File: config.mk
export PLATFORM = sky130hd
export DESIGN_NAME = adat_frame_buffer_ctrl
export DESIGN_NICKNAME = d
export VERILOG_FILES = /design/src/rtl/adat_pkg.sv /design/src/rtl/frame_watchdog.sv /design/src/rtl/adat_frame_buffer_ctrl.sv
export SDC_FILE = /design/constraint.sdc
export NUM_CORES = 1
export LEC_CHECK = 0
export BUFFER_PORTS_ARGS = -buffer_cell sky130_fd_sc_hd__buf_2
export CAP_MARGIN = 20
export CORE_MARGIN = 3
export CORE_UTILIZATION = 43
export CTS_BUF_LIST = sky130_fd_sc_hd__clkbuf_8
export DETAILED_ROUTE_END_ITERATION = 10
export HOLD_SLACK_MARGIN = 0.05
export SYNTH_ARGS = -nofsm -noshare
export SYNTH_HDL_FRONTEND = slang
export SYNTH_SLANG_ARGS = --single-unit
File: constraint.sdc
create_clock -name clk_i -period 3 [get_ports clk_i]
set_clock_uncertainty 0.2 [all_clocks]
set_input_delay 0.3 -clock clk_i [delete_from_list [all_inputs] [get_ports clk_i]]
set_output_delay 0.3 -clock clk_i [all_outputs]
set_load 0.02 [all_outputs]
File: src/rtl/adat_pkg.sv
// Shared types and constants for the ADAT->I2S frame buffer path.
//   adat_link_state_e : link supervisor states
//   ADAT_FRAME_BITS   : bits per circular-buffer frame slot
package adat_pkg;

    localparam int ADAT_FRAME_BITS = 256;

    typedef enum logic [1:0] {
        StUnlocked  = 2'd0,
        StAcquiring = 2'd1,
        StLocked    = 2'd2,
        StHoldoff   = 2'd3
    } adat_link_state_e;

endpackage

File: src/rtl/frame_watchdog.sv
// Reloadable interval counter used as the frame watchdog.
//   clk_i     : clock
//   rst_ni    : synchronous active-low reset (count returns to 0)
//   reload_i  : restart the interval from 0
//   expired_o : high for the one cycle in which LIMIT cycles have elapsed
//               since the last reload; the count restarts on the next edge
module frame_watchdog #(
    parameter int unsigned LIMIT = 300
) (
    input  logic clk_i,
    input  logic rst_ni,
    input  logic reload_i,
    output logic expired_o
);

    localparam int W = (LIMIT > 2) ? $clog2(LIMIT) : 1;
    localparam logic [W-1:0] LAST = W'(LIMIT - 1);

    logic [W-1:0] cnt_q;

    // Independent of reload_i so the caller can derive reload from the
    // expiry without forming a combinational loop.
    assign expired_o = (cnt_q == LAST);

    always_ff @(posedge clk_i) begin
        if (!rst_ni) begin
            cnt_q <= '0;
        end else if (reload_i || expired_o) begin
            cnt_q <= '0;
        end else begin
            cnt_q <= cnt_q + 1'b1;
        end
    end

endmodule

File: src/rtl/adat_frame_buffer_ctrl.sv
// Write-side slot allocator and link supervisor for the ADAT->I2S circular
// frame buffer.
//   clk_i, rst_ni         : clock, synchronous active-low reset
//   frame_done_i          : pulse, receiver finished slot write_frame_o
//   frame_good_i          : qualifies frame_done_i
//   tx_read_frame_i       : slot the transmitter is reading
//   tx_running_i          : transmitter running
//   write_frame_o         : slot the receiver writes next
//   last_good_frame_idx_o : newest complete good slot
//   resync_req_o          : high while locked; low stops the transmitter
//   locked_o              : link locked
//   overrun_o             : one-cycle pulse on write/read slot collision
//   err_count_o           : saturating count of bad frames, timeouts, overruns
//   state_o               : supervisor state (debug)
// Handshake: frame_done_i is a single-cycle strobe with no back-pressure;
// every cycle it is high is one frame event, qualified by frame_good_i.
module adat_frame_buffer_ctrl
    import adat_pkg::*;
#(
    parameter int CIRC_BUF_BITS  = 3,
    parameter int LOCK_FRAMES    = 4,
    parameter int UNLOCK_FRAMES  = 3,
    parameter int TIMEOUT_CYCLES = 300,
    parameter int HOLDOFF_CYCLES = 512
) (
    input  logic                     clk_i,
    input  logic                     rst_ni,
    input  logic                     frame_done_i,
    input  logic                     frame_good_i,
    input  logic [CIRC_BUF_BITS-1:0] tx_read_frame_i,
    input  logic                     tx_running_i,
    output logic [CIRC_BUF_BITS-1:0] write_frame_o,
    output logic [CIRC_BUF_BITS-1:0] last_good_frame_idx_o,
    output logic                     resync_req_o,
    output logic                     locked_o,
    output logic                     overrun_o,
    output logic [7:0]               err_count_o,
    output adat_link_state_e         state_o
);

    localparam int HW = (HOLDOFF_CYCLES > 2) ? $clog2(HOLDOFF_CYCLES) : 1;
    localparam logic [HW-1:0] HOLD_LAST = HW'(HOLDOFF_CYCLES - 1);

    adat_link_state_e state_q, state_d;
    logic [3:0]    good_cnt_q, good_cnt_d;
    logic [3:0]    bad_cnt_q, bad_cnt_d;
    logic [HW-1:0] hold_cnt_q, hold_cnt_d;
    logic [CIRC_BUF_BITS-1:0] write_q, last_q;
    logic [7:0]    err_q;
    logic          overrun_q;

    logic wd_expired, wd_reload;
    logic good_ev, bad_ev, timeout_ev, overrun_ev, err_ev;

    assign good_ev    = frame_done_i & frame_good_i;
    assign bad_ev     = frame_done_i & ~frame_good_i;
    // A frame arriving on the expiry cycle wins; no timeout is counted.
    assign timeout_ev = wd_expired & ~frame_done_i;
    assign overrun_ev = (state_q == StLocked) & tx_running_i & good_ev &
                        ((write_q + 1'b1) == tx_read_frame_i);
    assign err_ev     = bad_ev | timeout_ev | overrun_ev;

    assign wd_reload  = frame_done_i |
                        ((state_d == StUnlocked) && (state_q != StUnlocked));

    frame_watchdog #(
        .LIMIT(TIMEOUT_CYCLES)
    ) u_watchdog (
        .clk_i    (clk_i),
        .rst_ni   (rst_ni),
        .reload_i (wd_reload),
        .expired_o(wd_expired)
    );

    always_comb begin
        state_d    = state_q;
        good_cnt_d = good_cnt_q;
        bad_cnt_d  = bad_cnt_q;
        hold_cnt_d = hold_cnt_q;
        unique case (state_q)
            StUnlocked: begin
                if (good_ev) begin
                    if (LOCK_FRAMES == 1) begin
                        state_d    = StLocked;
                        good_cnt_d = '0;
                        bad_cnt_d  = '0;
                    end else begin
                        state_d    = StAcquiring;
                        good_cnt_d = 4'd1;
                    end
                end
            end
            StAcquiring: begin
                if (good_ev) begin
                    if ((good_cnt_q + 4'd1) == 4'(LOCK_FRAMES)) begin
                        state_d    = StLocked;
                        good_cnt_d = '0;
                        bad_cnt_d  = '0;
                    end else begin
                        good_cnt_d = good_cnt_q + 4'd1;
                    end
                end else if (bad_ev || timeout_ev) begin
                    state_d    = StUnlocked;
                    good_cnt_d = '0;
                end
            end
            StLocked: begin
                if (overrun_ev) begin
                    state_d    = StHoldoff;
                    bad_cnt_d  = '0;
                    hold_cnt_d = '0;
                end else if (good_ev) begin
                    bad_cnt_d = '0;
                end else if (bad_ev || timeout_ev) begin
                    if ((bad_cnt_q + 4'd1) == 4'(UNLOCK_FRAMES)) begin
                        state_d    = StHoldoff;
                        bad_cnt_d  = '0;
                        hold_cnt_d = '0;
                    end else begin
                        bad_cnt_d = bad_cnt_q + 4'd1;
                    end
                end
            end
            StHoldoff: begin
                if (hold_cnt_q == HOLD_LAST) begin
                    state_d    = StUnlocked;
                    hold_cnt_d = '0;
                end else begin
                    hold_cnt_d = hold_cnt_q + 1'b1;
                end
            end
            default: state_d = StUnlocked;
        endcase
    end

    always_ff @(posedge clk_i) begin
        if (!rst_ni) begin
            state_q    <= StUnlocked;
            good_cnt_q <= '0;
            bad_cnt_q  <= '0;
            hold_cnt_q <= '0;
            write_q    <= '0;
            last_q     <= '0;
            err_q      <= '0;
            overrun_q  <= 1'b0;
        end else begin
            state_q    <= state_d;
            good_cnt_q <= good_cnt_d;
            bad_cnt_q  <= bad_cnt_d;
            hold_cnt_q <= hold_cnt_d;
            overrun_q  <= overrun_ev;
            // Slots advance on every good frame regardless of link state;
            // a bad frame leaves the slot to be rewritten.
            if (good_ev) begin
                last_q  <= write_q;
                write_q <= write_q + 1'b1;
            end
            if (err_ev && (err_q != 8'hFF)) begin
                err_q <= err_q + 8'd1;
            end
        end
    end

    assign write_frame_o         = write_q;
    assign last_good_frame_idx_o = last_q;
    assign resync_req_o          = (state_q == StLocked);
    assign locked_o              = (state_q == StLocked);
    assign overrun_o             = overrun_q;
    assign err_count_o           = err_q;
    assign state_o               = state_q;

endmodule

# Yosys cells after proc, flatten, opt, wreduce, memory -nomap -nowiden
# Index checks and enable logic that the tools add are counted.
[totals]
reg_bits = 43
in_bits = 8
out_inout_bits = 19
wordCells = 86
[op_classes]
addsub = 6
n_eq_ne = 17
muxes = 28
n_bitwise = 12
n_reduce_logical = 14
[ops]
columns = ["op", "n"]
rows = [
  ["two-way mux 9 bit", 5],
  ["two-way mux 4 bit", 10],
  ["adder 9 x 1 -> 9 bit, second input constant", 2],
  ["== test 9 bit, second input constant", 2],
  ["two-way mux 2 bit", 9],
  ["case mux 9 bit (2 select lines)", 1],
  ["case mux 4 bit (2 select lines)", 2],
  ["adder 4 x 1 -> 4 bit, second input constant", 2],
  ["adder 8 x 1 -> 8 bit, second input constant", 1],
  ["inequality test 8 bit, second input constant", 1],
  ["case mux 2 bit (4 select lines)", 1],
  ["AND reduction 4 bit", 2],
  ["nonzero test 2 bit", 4],
  ["bitwise AND 1 bit", 6],
  ["inequality test 2 bit, second input constant", 3],
  ["inequality test 3 x 1 -> 1 bit, second input constant", 2],
  ["== test 2 bit, second input constant", 2],
  ["== test 4 x 2 -> 1 bit, second input constant", 1],
  ["== test 4 x 3 -> 1 bit, second input constant", 1],
  ["zero test 2 bit", 2],
  ["inequality test 4 x 1 -> 1 bit, second input constant", 1],
  ["adder 3 x 1 -> 3 bit, second input constant", 1],
  ["== test 3 bit", 1],
  ["inequality test 3 x 2 -> 1 bit, second input constant", 1],
  ["other kinds (8)", 14],
]

# Depth between registers and ports, before layout
# Gate-level depths: netlist of run 1.
[depth]
word_depth = 12
mapped_depth = 11
depth_no_buf = 11

# Hierarchy
# A second synthesis of run 1 with hierarchy kept.
[hier_totals]
hier_cells = 284
area_unflattened_um2 = 2431.1
[modules_own_cells]
columns = ["mod", "instances", "cells_per_inst", "area_each_um2", "seq_area_each_um2"]
rows = [
  ["adat_frame_buffer_ctrl", 1, 238, 2014.4, 680.7],
  ["frame_watchdog", 1, 46, 416.6, 180.2],
]

# Worst setup path after synthesis of run 1
# Ideal clock, no wire load.
[synth_timing]
path_kind = "flip-flop to flip-flop"
startpoint = "register state_q[1], in the netlist state_o[1]"
endpoint = "register err_q[6], in the netlist err_count_o[6]"
t_arrival_ps = 2396
t_required_ps = 2729
slack_ps = 333
path_stages_with_launch = 9
path_buffers = 2
period_less_slack_ps = 2667
path_cell_list = "dfxtp_1 -> ha_1 -> buf_2 -> nand4_1 -> nor4_4 -> o22ai_1 -> buf_6 -> or3_1 -> a21oi_1"
[synth_via]
elab_chain_cells = 6
[synth_lines]
columns = ["element", "line_no", "rtl"]
rows = [
  ["start: declaration", "adat_frame_buffer_ctrl.sv:44", "adat_link_state_e state_q, state_d;"],
  ["start signal: assignment", "adat_frame_buffer_ctrl.sv:138", "state_q <= StUnlocked;"],
  ["start signal: assignment", "adat_frame_buffer_ctrl.sv:147", "state_q <= state_d;"],
  ["== test 2 bit", "--", ""],
  ["net locked_o", "adat_frame_buffer_ctrl.sv:35", "output logic locked_o,"],
  ["bitwise AND 1 bit (3 in a row)", "adat_frame_buffer_ctrl.sv:59", "assign overrun_ev = (state_q == StLocked) & tx_running_i & good_ev &"],
  ["bitwise OR 1 bit", "adat_frame_buffer_ctrl.sv:61", "assign err_ev = bad_ev | timeout_ev | overrun_ev;"],
  ["logical AND 1 bit", "adat_frame_buffer_ctrl.sv:158", "if (err_ev && (err_q != 8'hFF)) begin"],
  ["end signal: assignment", "adat_frame_buffer_ctrl.sv:159", "err_q <= err_q + 8'd1;"],
  ["end: declaration", "adat_frame_buffer_ctrl.sv:49", "logic [7:0] err_q;"],
]
# The timed path passes the listed nets, and every way through them passes these cells.
# A chain may end at the register's enable or synchronous reset.

# Final worst setup path of run 1
[layout_timing]
startpoint = "register write_q[0], in the netlist write_frame_o[0]"
endpoint = "register err_q[5], in the netlist err_count_o[5]"
[layout_via]
elab_chain_cells = 5
[layout_lines]
columns = ["element", "line_no", "rtl"]
rows = [
  ["start: declaration", "adat_frame_buffer_ctrl.sv:48", "logic [CIRC_BUF_BITS-1:0] write_q, last_q;"],
  ["start signal: assignment", "adat_frame_buffer_ctrl.sv:156", "write_q <= write_q + 1'b1;"],
  ["adder 3 x 1 -> 3 bit", "adat_frame_buffer_ctrl.sv:60", "((write_q + 1'b1) == tx_read_frame_i);"],
  ["== test 3 bit", "adat_frame_buffer_ctrl.sv:60", ""],
  ["bitwise AND 1 bit", "adat_frame_buffer_ctrl.sv:59", ""],
  ["bitwise OR 1 bit", "adat_frame_buffer_ctrl.sv:61", ""],
  ["logical AND 1 bit", "adat_frame_buffer_ctrl.sv:158", ""],
]
# Every way passes these cells.

==> metrics.yaml, run 1 <==
timing:
  slew_headroom_pct: 43.04
  hold_violations: 0
  rsz0062_at_grt: "no"
  tightest_slew_ns: 0.8545
  fmax_mhz: 368.0
  setup_viol: 0
  fin_ws_ns: 0.2827
  final.setup.tns_ns: 0
  fin_crit_sh_pct: 90.58
  period_needed_ns: 2.717
  slew_viol_final: 0
pwr:
  power_density_nw_per_um2: 499.0
  pwr-share-comb_pct: 23.4
  p_leak_uw: 0.001005
  pwr-share-seq_pct: 47.7
  power.switching_uw: 425.2
  irDropWorstVdd_mv: 0.1880
  clkPwrFrac_pct: 28.8
  switching_share_pct: 32.69
  p_int_uw: 875.8
worst_setup_path:
  worstPathRequired_ns: 3.03
  arrival_ns: 2.75
  critPathMaxFanout: 12
  r2r_cells: 6
  path_delay_family: "simple AND/OR/NAND/NOR gates"
  crit_end: "err_count_o[5]$_SDFFE_PN0P_"
  worstSetupPathType: "flop to flop"
  crit_chain: "ha_1, xor3_1, nor4_4, o22ai_1, or3_1, a21oi_1"
  startpoint_type: "flop"
  timing.rr.start: "write_frame_o[0]$_SDFFE_PN0P_"
  crit_path_max_incr_delay_ns: 0.45
  slowest_stage: "dfxtp_1"
  r2r_slack_ns: 0.28
  cp-end-kind: "flop"
  cp.buffers_inverters: 0
  path_depth: 6
  rr_endpoint: "err_count_o[5]$_SDFFE_PN0P_"
  worstSetupStartpoint: "write_frame_o[0]$_SDFFE_PN0P_"
floorplan:
  die_x_um: 79.33
  start_util_pct: 44.99
  fp-row-count: 26
  die_h_um: 79.33
  core_um2: 5140
  io_pins: 27
  die_area_um2: 6293
global_route:
  grt_pass1_vias: 1905
  grt_use_total_pct: 17.58
  grt_pass1_wl_um: 8832
  grt.overflow.total: 0
  grt_max_degree: 27
  antenna_found_initial: 0
cts:
  hold_buffers: 0
  clk_pin_slew_ns: 0.08
  insertion_delay_ns: 0.30
  post_cts_resized: 0
  cts_sinks: 43
  clock-root-buffer: "clkbuf_8"
  htreeDepth: 2
  post_cts_buffers: 0
  cts_tree: "done"
  clock_path_buffers: 2
  numCtsBuffers: 5
place:
  io_buffers: 26
  place_congestion: 0.7949
  post-dp-hpwl_um: 3583
  placement.cell_area_um2: 2520
  preCtsSetupSlack_ns: 0.3000
layout:
  final_cell_area_um2: 2608
  multi_input_area_um2: 1374
  post-route-util_pct: 50.73
  seq_area_um2: 860.8
  nets: 322
  drive_above_1_share_pct: 15.56
  fillers: 547
  area_delta_synth_final_pct: 12.77
  diodes: 0
detailed_routing:
  vias_per_cell: 5.449
  num_vias: 2027
  routed_wl_um: 5035
  drc: 0
  drt-initial-drc-count: 75
  drt-pass1-iter-count: 5
  post_drt_wl_per_cell_um: 13.53
  final_antenna_net_count: 0
yosys:
  synth_top_area_cell: "dfxtp_1"
  synth_top_area_share_pct: 37.23
  netlist_area_um2: 2312
  synth_commonest_cells: "43 x dfxtp_1, 26 x a21oi_1, 26 x nand2_1"
  ys.flop_type: "dfxtp_1"
  netlist_top_cells_area: "dfxtp_1 37%, ha_1 6.5%, a21oi_1 5.6%, nand3_1 4.5%, nand2_1 4.2%"
  postSynth.asyncResetShare_pct: 0
  synth.most_common_cell: "dfxtp_1"
  synth.distinct_cells: 49
  yosysWarningCount: 0
  ys_ff_latch: 43
  synth_edf_count: 0
  synthesis.instances: 273
  syn_avg_cell_area_um2: 8.470
  syn-num-nets: 293
  synth-seq-area-share_pct: 37.23
run_status:
  status: "finished, final reports clean"
run:
  cap_violations: 0
worst_hold_path:
  min_path_type: "primary input to flop"
==> registers in the layout, indices dropped and copies added, names as in the netlist <==
register and count:
write_frame_o 3, err_count_o 8, last_good_frame_idx_o 3, good_cnt_q 4, overrun_o 1, u_watchdog.cnt_q 9, bad_cnt_q 4, hold_cnt_q 9
state_o 2
==> cells in the final DEF (no fill, tap or decap), drive strengths merged, types with 2 or more instances in the layout <==
cell / n
o21ai: 16
and3: 7
and2: 4
nand2b: 4
or4: 4
o22ai: 3
dfxtp: 43
xnor2: 6
nand3: 21
nor4: 2
nor2: 25
nand2: 26
a31oi: 3
a211oi: 4
clkinv: 2
o31ai: 3
nor3: 4
xor2: 8
a21oi: 26
o311ai: 4
nand3b: 4
a22oi: 2
mux2i: 2
clkbuf: 6
buf: 31
or2: 2
ha: 12
inv: 7
nand4b: 2
or3: 6
==> metal layers <==
layer  part of all wire [%]  track usage, %  vias up
li1                       -               -     1046
met3                    3.4           4.308        5
met4                    1.3           6.357        0
met5                      0               0        -
met2                     45           27.53       38
met1                     50           23.43      938
==> metrics by stage <==
| stage | instances | hold WS, ns | total power, uW |
|---|---|---|---|
| floorplan | 273 | 0.2505 | 854.4 |
| global placement | 365 | 0.2394 | 940.4 |
| detailed placement | 365 | 0.2433 | 937.9 |
| CTS | 372 | 0.1668 | 1315 |
| global route | 372 | 0.1857 | 1376 |
| finish | 372 | 0.1824 | 1301 |
==> cell families (layout without fill, tap and decap cells) <==
logic type / Yosys count / after routing / synth area share [%]
AND/OR/NAND/NOR: 115 / 115 / 25.92
buffers and inverters: 17 / 46 / 3.355
AO/OA/AOI/OAI: 69 / 69 / 19.81
multiplexers: 2 / 2 / 0.8658
XOR/XNOR: 15 / 15 / 6.331
adder cells (fa/ha/maj): 12 / 12 / 6.493
flip-flops: 43 / 43 / 37.23
==> power groups by stage <==
| stage | Sequential, uW | Clock, uW | Combinational (uW) |
|---|---|---|---|
| 2_1_floorplan | 639 | 0 | 215 |
| 3_3_place_gp | 636 | 0 | 305 |
| 3_5_place_dp | 634 | 0 | 303 |
| 4_1_cts | 621 | 390 | 305 |
| 5_1_grt | 626 | 409 | 342 |
| 6_report | 621 | 375 | 305 |
==> worst min-delay path by stage <==
stage                                                from  slack [ns]                                    end  cells after the start
detailed placement  last_good_frame_idx_o[0]$_SDFFE_PN0P_        0.24  last_good_frame_idx_o[0]$_SDFFE_PN0P_                      2
CTS                                                rst_ni        0.17             good_cnt_q[3]$_SDFFE_PN0P_                      2
global route                                       rst_ni        0.19             good_cnt_q[3]$_SDFFE_PN0P_                      2
floorplan                      hold_cnt_q[8]$_SDFFE_PN0P_        0.25             hold_cnt_q[8]$_SDFFE_PN0P_                      2
finish                                             rst_ni        0.18             good_cnt_q[3]$_SDFFE_PN0P_                      2
global placement    last_good_frame_idx_o[0]$_SDFFE_PN0P_        0.24  last_good_frame_idx_o[0]$_SDFFE_PN0P_                      2
==> layout make-up <==
type                       instances  share of cell area (%)
timing repair buffer              31                   6.430
sequential                        43                   33.01
multi-input combinational        213                   52.69
clock inverter                     1                  0.1919
inverter                           8                   1.152
tap                               70                   3.359
clock buffer                       6                   3.167
==> worst register-to-register path, stage by stage (launching register included) <==
cell	delay, ns
dfxtp_1	0.45
ha_1	0.23
xor3_1	0.35
nor4_4	0.44
o22ai_1	0.40
or3_1	0.44
a21oi_1	0.14
No activity file was read; power rests on OpenSTA's default activity.
==> run 2, diff against run 1 <==
- ABC_AREA: unset -> 1
- CORE_ASPECT_RATIO: unset -> 0.75
==> run 2 against run 1 <==
Hold slack gained 0.026 ns. Combinational power grew 95%. Sequential power grew 11%. First-iteration DRC count grew 28%. Utilization grew 2.1 points. Wire length shrank 2.7%. Register-to-register slack gained 0.42 ns. Clock power grew 43%. Highest routed layer unchanged. Synthesized cell count grew 24%. Cell count grew 18%. Critical path type unchanged.
==> metrics.yaml, run 2 <==
global_route:
  grt_use_total_pct: 15.83  # -1.8 points
  grt_max_degree: 20  # -26%
  grt_pass1_wl_um: 8418  # -4.7%
  antenna_found_initial: 0  # unchanged
  grt.overflow.total: 0  # unchanged
  grt_pass1_vias: 1844  # -3.2%
timing:
  hold_violations: 0  # unchanged
  setup_viol: 0  # unchanged
  slew_viol_final: 0  # unchanged
  final.setup.tns_ns: 0  # unchanged
  fin_crit_sh_pct: 76.65  # -14 points
  tightest_slew_ns: 0.5423  # -0.3122 ns
  rsz0062_at_grt: "no"
  fmax_mhz: 434.9  # +18%
  period_needed_ns: 2.299  # -0.4178 ns
  slew_headroom_pct: 63.81  # +21 points
detailed_routing:
  drt-pass1-iter-count: 4  # -1
  post_drt_wl_per_cell_um: 11.18  # -17%
  wl_met2_um: 2055  # -9.2%
  drc: 0  # unchanged
  m1WireLength_um: 2619  # +3.3%
  drt-initial-drc-count: 96  # +28%
  dr_wl_met3_um: 165  # -2.9%
  vias_per_cell: 4.799  # -12%
  routed_wl_um: 4898  # -2.7%
  top_layer: "met4"
  final_antenna_net_count: 0  # unchanged
  num_vias: 2102  # +3.7%
layout:
  final_common_cell: "nand2_1"
  fin_cells: 438  # +18%
  nets: 385  # +20%
  area_delta_synth_final_pct: 13.64
  drive_above_1_share_pct: 13.39  # -2.2 points
  diodes: 0  # unchanged
  final_cell_mix: "74 x nand2_1, 43 x dfxtp_1, 40 x inv_1, 33 x a21oi_1, 31 x nor2_1"
  final_cell_area_um2: 2689  # +3.1%
worst_hold_path:
  min_path_type: "primary input to flop"
  worstHoldPathCells: 5  # +3
  min_to: "overrun_o$_SDFF_PN0_"
  worstHoldStart: "tx_running_i"
pwr:
  power.switching_uw: 681.4  # +60%
  total_power_uw: 1820  # +40%
  p_leak_uw: 0.001126  # +12%
  irDropWorstVdd_mv: 0.2928  # +56%
  switching_share_pct: 37.44  # +4.8 points
  pwr-share-seq_pct: 37.9  # -9.8 points
  p_int_uw: 1138  # +30%
  clkPwrFrac_pct: 29.5  # +0.7 points
  power_density_nw_per_um2: 676.8  # +36%
  pwr-share-comb_pct: 32.6  # +9.2 points
yosys:
  synthesis.instances: 338  # +24%
  yosysWarningCount: 0  # unchanged
  ys_ff_latch: 43  # unchanged
  synth_edf_count: 0  # unchanged
  postSynth.asyncResetShare_pct: 0  # unchanged
  synth.most_common_cell: "nand2_1"
  syn-num-nets: 358  # +22%
  netlist_top_cells_area: "dfxtp_1 36%, nand2_1 12%, a21oi_1 7.0%, ha_1 6.3%, inv_1 6.3%"
  synth_commonest_cells: "74 x nand2_1, 43 x dfxtp_1, 40 x inv_1"
  synth_top_area_cell: "dfxtp_1"
  syn_avg_cell_area_um2: 7.000  # -17%
  netlist_area_um2: 2366  # +2.3%
  synth-seq-area-share_pct: 36.38  # -0.85 points
  synth.distinct_cells: 30  # -39%
  ys.flop_type: "dfxtp_1"
  synth_top_area_share_pct: 36.38  # -0.85 points
cts:
  clock_path_buffers: 2  # unchanged
  insertion_delay_ns: 0.30  # about the same
  cts_tree: "done"
  cts_sinks: 43  # unchanged
  clock-root-buffer: "clkbuf_8"
  hold_buffers: 0  # unchanged
  post_cts_resized: 0  # unchanged
  htreeDepth: 2  # unchanged
  numCtsBuffers: 5  # unchanged
  post_cts_buffers: 0  # unchanged
  clk_pin_slew_ns: 0.09  # about the same
floorplan:
  core_um2: 5092  # -0.93%
  io_pins: 27  # unchanged
  die_h_um: 70.24  # -11%
  die_area_um2: 6438  # +2.3%
  fp-row-count: 22  # -15%
  die_x_um: 91.66  # +16%
  start_util_pct: 46.46  # +1.5 points
place:
  placement.cell_area_um2: 2552  # +1.3%
  place_congestion: 0.9195  # +16%
  post-dp-hpwl_um: 3659  # +2.1%
  dp_cells: 430  # +18%
  io_buffers: 26  # unchanged
worst_setup_path:
  timing.rr.start: "hold_cnt_q[0]$_SDFFE_PN0P_"
  worstPathRequired_ns: 2.98  # -0.05 ns
  critPathMaxFanout: 9  # -3
  worstSetupPathType: "flop to flop"
  startpoint_type: "flop"
  rr_endpoint: "u_watchdog.cnt_q[0]$_SDFF_PP0_"
  r2r_slack_ns: 0.70  # +0.42 ns
  arrival_ns: 2.28  # -0.47 ns
  cp-end-kind: "flop"
  r2r_cells: 11  # +5
run_status:
  status: "finished, final reports clean"
run:
  cap_violations: 0  # unchanged
## run 2: changes by cell type after synthesis, moves of 5 or more
cell / change
and3_1: -6
nand2_1: +48
nand4_1: +5
inv_1: +33
a21oi_1: +7
nor3_1: +13
nor2_1: +6
or3_1: -6
## run 2: power groups by stage
stage | clock, uW | sequential [uW] | combinational [uW]
floorplan | 0 | 711 | 455
global placement | 0 | 701 | 596
CTS | 547 | 688 | 596
finish | 537 | 689 | 594
global route | 568 | 697 | 671
detailed placement | 0 | 701 | 594
## run 2: kinds of logic (layout without fill, tap and decap cells)
family                     count (synthesis)  after routing  synth area share (%)
buffers and inverters                     49             77                 8.355
adders and majority gates                 12             12                 6.346
and+or+nand+nor                          164            164                 31.04
xor gates and xnor gates                  13             13                 4.812
AOI/OAI and AO/OA                         57             57                 13.06
DFF                                       43             43                 36.38
## run 2: worst max path at each step
stage	from	end	slack, ns	depth (start not counted)
after floorplan	state_o[1]$_SDFF_PN0_	err_count_o[2]$_SDFFE_PN0P_	0.84	10
after global placement	state_o[1]$_SDFF_PN0_	hold_cnt_q[2]$_SDFFE_PN0P_	0.69	10
after detailed placement	hold_cnt_q[0]$_SDFFE_PN0P_	u_watchdog.cnt_q[7]$_SDFF_PP0_	0.71	11
after CTS	hold_cnt_q[0]$_SDFFE_PN0P_	u_watchdog.cnt_q[7]$_SDFF_PP0_	0.69	11
after global routing	hold_cnt_q[0]$_SDFFE_PN0P_	u_watchdog.cnt_q[2]$_SDFF_PP0_	0.46	11
final	hold_cnt_q[0]$_SDFFE_PN0P_	u_watchdog.cnt_q[0]$_SDFF_PP0_	0.70	11
## run 2: metal layers
metal | up-vias | global-route usage (%)
met3 | 7 | 3.552
met4 | 0 | 4.515
met1 | 919 | 22.73
met2 | 26 | 23.56
li1 | 1150 | -
met5 | - | 0
## run 2: metrics by stage
| step | utilization [%] | hold slack [ns] | setup WS [ns] |
|---|---|---|---|
| after floorplan | - | 0.2435 | 0.8395 |
| after global placement | 50.12 | 0.2617 | 0.6913 |
| after detailed placement | 50.12 | 0.2633 | 0.7127 |
| after CTS | 52.80 | 0.2074 | 0.6904 |
| after global routing | 52.80 | 0.2230 | 0.4591 |
| final | 52.80 | 0.2081 | 0.7006 |
## run 2: area by class of cell
type,instances,area (um^2)
fillers,529,2404
multi-input cells,246,1308
flip-flops and latches,43,860.8
inverters,43,163.9
repair buffers,26,130.1
well taps,72,90.09
clock buffers,5,68.82
clock inverters,3,67.56
## run 2: critical path: stages (launching register included)
cell and delay [ns]:
dfxtp_1 0.38, ha_1 0.20, nand2_1 0.09, nor2_1 0.14, nand3_1 0.11, nor2_1 0.11, ha_1 0.25, o21ai_0 0.12
a21oi_1 0.14, nand3_1 0.16, nor2_4 0.22, nor3_1 0.07
==> run 3, diff against run 2 <==
- clock period: 3 -> 2.3 ns (I/O delays scaled with it)
==> run 3 against run 2 <==
Via count rose by 1.9%. Sequential power rose by 28%. Die area did not move. Design area rose by 2.6%. Total power rose by 31%. Largest power group unchanged. Critical path type unchanged.
==> metrics.yaml, run 3 (synthesized netlist as in run 2, its figures left out) <==
detailed_routing:
  top_layer: "met4"
  drt-pass1-iter-count: 4  # unchanged
  drt-initial-drc-count: 98  # +2.1%
  post_drt_wl_per_cell_um: 11.21  # +0.27%
  drc: 0  # unchanged
  wl_met2_um: 2064  # +0.44%
  routed_wl_um: 5001  # +2.1%
  dr_wl_met3_um: 187  # +13%
  vias_per_cell: 4.800  # about the same
  m1WireLength_um: 2674  # +2.1%
  final_antenna_net_count: 0  # unchanged
  num_vias: 2141  # +1.9%
global_route:
  grt.overflow.total: 0  # unchanged
  grt_max_degree: 17  # -15%
  grt_pass1_vias: 1891  # +2.5%
  grt_pass1_wl_um: 8569  # +1.8%
  antenna_found_initial: 0  # unchanged
  grt_use_total_pct: 16.25  # +0.42 points
place:
  io_buffers: 26  # unchanged
  preCtsSetupSlack_ns: 0.1261  # -0.5866 ns
  post-dp-hpwl_um: 3708  # +1.3%
  place_congestion: 0.8352  # -9.2%
layout:
  drive_above_1_share_pct: 16.84  # +3.5 points
  fillers: 522  # -1.3%
  multi_input_area_um2: 1334  # +2.0%
  nets: 393  # +2.1%
  seq_area_um2: 863.3  # +0.29%
  final_common_cell: "nand2_1"
  final_cell_mix: "74 x nand2_1, 41 x dfxtp_1, 40 x inv_1, 33 x a21oi_1, 29 x nor2_1"
  area_delta_synth_final_pct: 16.55
  diodes: 0  # unchanged
worst_setup_path:
  r2r_cells: 11  # unchanged
  worstPathRequired_ns: 2.29  # -0.69 ns
  critPathMaxFanout: 5  # -4
  cp-end-kind: "flop"
  worstSetupStartpoint: "hold_cnt_q[0]$_SDFFE_PN0P_"
  worstSetupPathType: "flop to flop"
  timing.rr.start: "hold_cnt_q[0]$_SDFFE_PN0P_"
  arrival_ns: 2.12  # -0.16 ns
  startpoint_type: "flop"
pwr:
  power.switching_uw: 923.3  # +35%
  p_int_uw: 1468  # +29%
  pwr-share-comb_pct: 36.7  # +4.1 points
  irDropWorstVdd_mv: 0.4413  # +51%
  power_density_nw_per_um2: 867.0  # +28%
  pwr-share-seq_pct: 37.0  # -0.9 points
  p_leak_uw: 0.001157  # +2.7%
  switching_share_pct: 38.62  # +1.2 points
  clkPwrFrac_pct: 26.3  # -3.2 points
timing:
  setup_viol: 0  # unchanged
  period_needed_ns: 2.134  # -0.1650 ns
  final.setup.tns_ns: 0  # unchanged
  fin_ws_ns: 0.1656  # -0.5350 ns
  hold_violations: 0  # unchanged
  tightest_slew_ns: 0.5555  # +0.01318 ns
  fmax_mhz: 468.5  # +7.7%
  slew_viol_final: 0  # unchanged
  fin_crit_sh_pct: 92.80  # +16 points
  rsz0062_at_grt: "no"
  slew_headroom_pct: 62.93  # -0.88 points
worst_hold_path:
  worstHoldPathCells: 5  # unchanged
  min_path_type: "primary input to flop"
  worstHoldStart: "tx_running_i"
run_status:
  status: "finished, final reports clean"
floorplan:
  io_pins: 27  # unchanged
  core_um2: 5092  # unchanged
  die_x_um: 91.66  # unchanged
  die_area_um2: 6438  # unchanged
  fp-row-count: 22  # unchanged
  start_util_pct: 46.46  # unchanged
  die_h_um: 70.24  # unchanged
cts:
  cts_sinks: 43  # unchanged
  numCtsBuffers: 5  # unchanged
  clock-root-buffer: "clkbuf_8"
  htreeDepth: 2  # unchanged
  post_cts_buffers: 0  # unchanged
  cts_tree: "done"
  insertion_delay_ns: 0.30  # about the same
  clock_path_buffers: 2  # unchanged
  clk_pin_slew_ns: 0.09  # about the same
run:
  cap_violations: 0  # unchanged
## run 3: worst max-delay path, cell delays in order (launching register included)
cell     delay, ns
dfxtp_2       0.35
ha_2          0.19
nand2_1       0.09
nor2_2        0.10
nand3_1       0.09
nor2_1        0.12
ha_2          0.20
o21ai_0       0.09
a21oi_1       0.16
nand3_2       0.16
nor2_4        0.20
nor3_1        0.06
## run 3: cell type report
cell class	instances	area share, %
inverter	43	5.944
clock inverter	2	1.407
sequential	43	31.31
timing repair buffer	33	6.715
clock buffer	6	2.995
multi-input combinational	247	48.37
tap	72	3.267
## run 3: timing repair
item	4_1_cts	5_1_grt
resized for setup	0	8
setup endpoints to repair	0	10
hold buffers	1	0
endpoints found under the hold margin	5	0
## run 3: power groups by stage
stage | clock [uW] | sequential [uW] | combinational (uW)
2_1_floorplan | 0 | 927 | 593
3_3_place_gp | 0 | 898 | 830
3_5_place_dp | 0 | 899 | 834
4_1_cts | 652 | 882 | 836
5_1_grt | 682 | 896 | 989
6_report | 629 | 884 | 878
## run 3: final timing paths
kind	slack [ns]	end
hold / removal	0.15	overrun_o$_SDFF_PN0_
setup / recovery	0.17	u_watchdog.cnt_q[0]$_SDFF_PP0_
setup reg to reg	0.17	u_watchdog.cnt_q[0]$_SDFF_PP0_
hold reg to reg	0.27	bad_cnt_q[3]$_SDFFE_PN0P_
## run 3: routing by layer
metal  track usage (%)  up-vias
met5                 0        -
met4             5.853        0
met3             3.552        8
met2             24.21       32
met1             22.92      929
li1                  -     1172
## run 3: through the flow
step	power [uW]	hold WS [ns]	instance area (um^2)	util (%)	instances
after detailed placement	1732	0.2615	2597	51.01	436
after floorplan	1520	0.2435	2366	-	338
final	2391	0.1517	2758	54.15	446
after global placement	1728	0.2542	2597	51.01	436
after CTS	2370	0.1524	2729	53.59	445
after global routing	2567	0.1718	2758	54.15	446
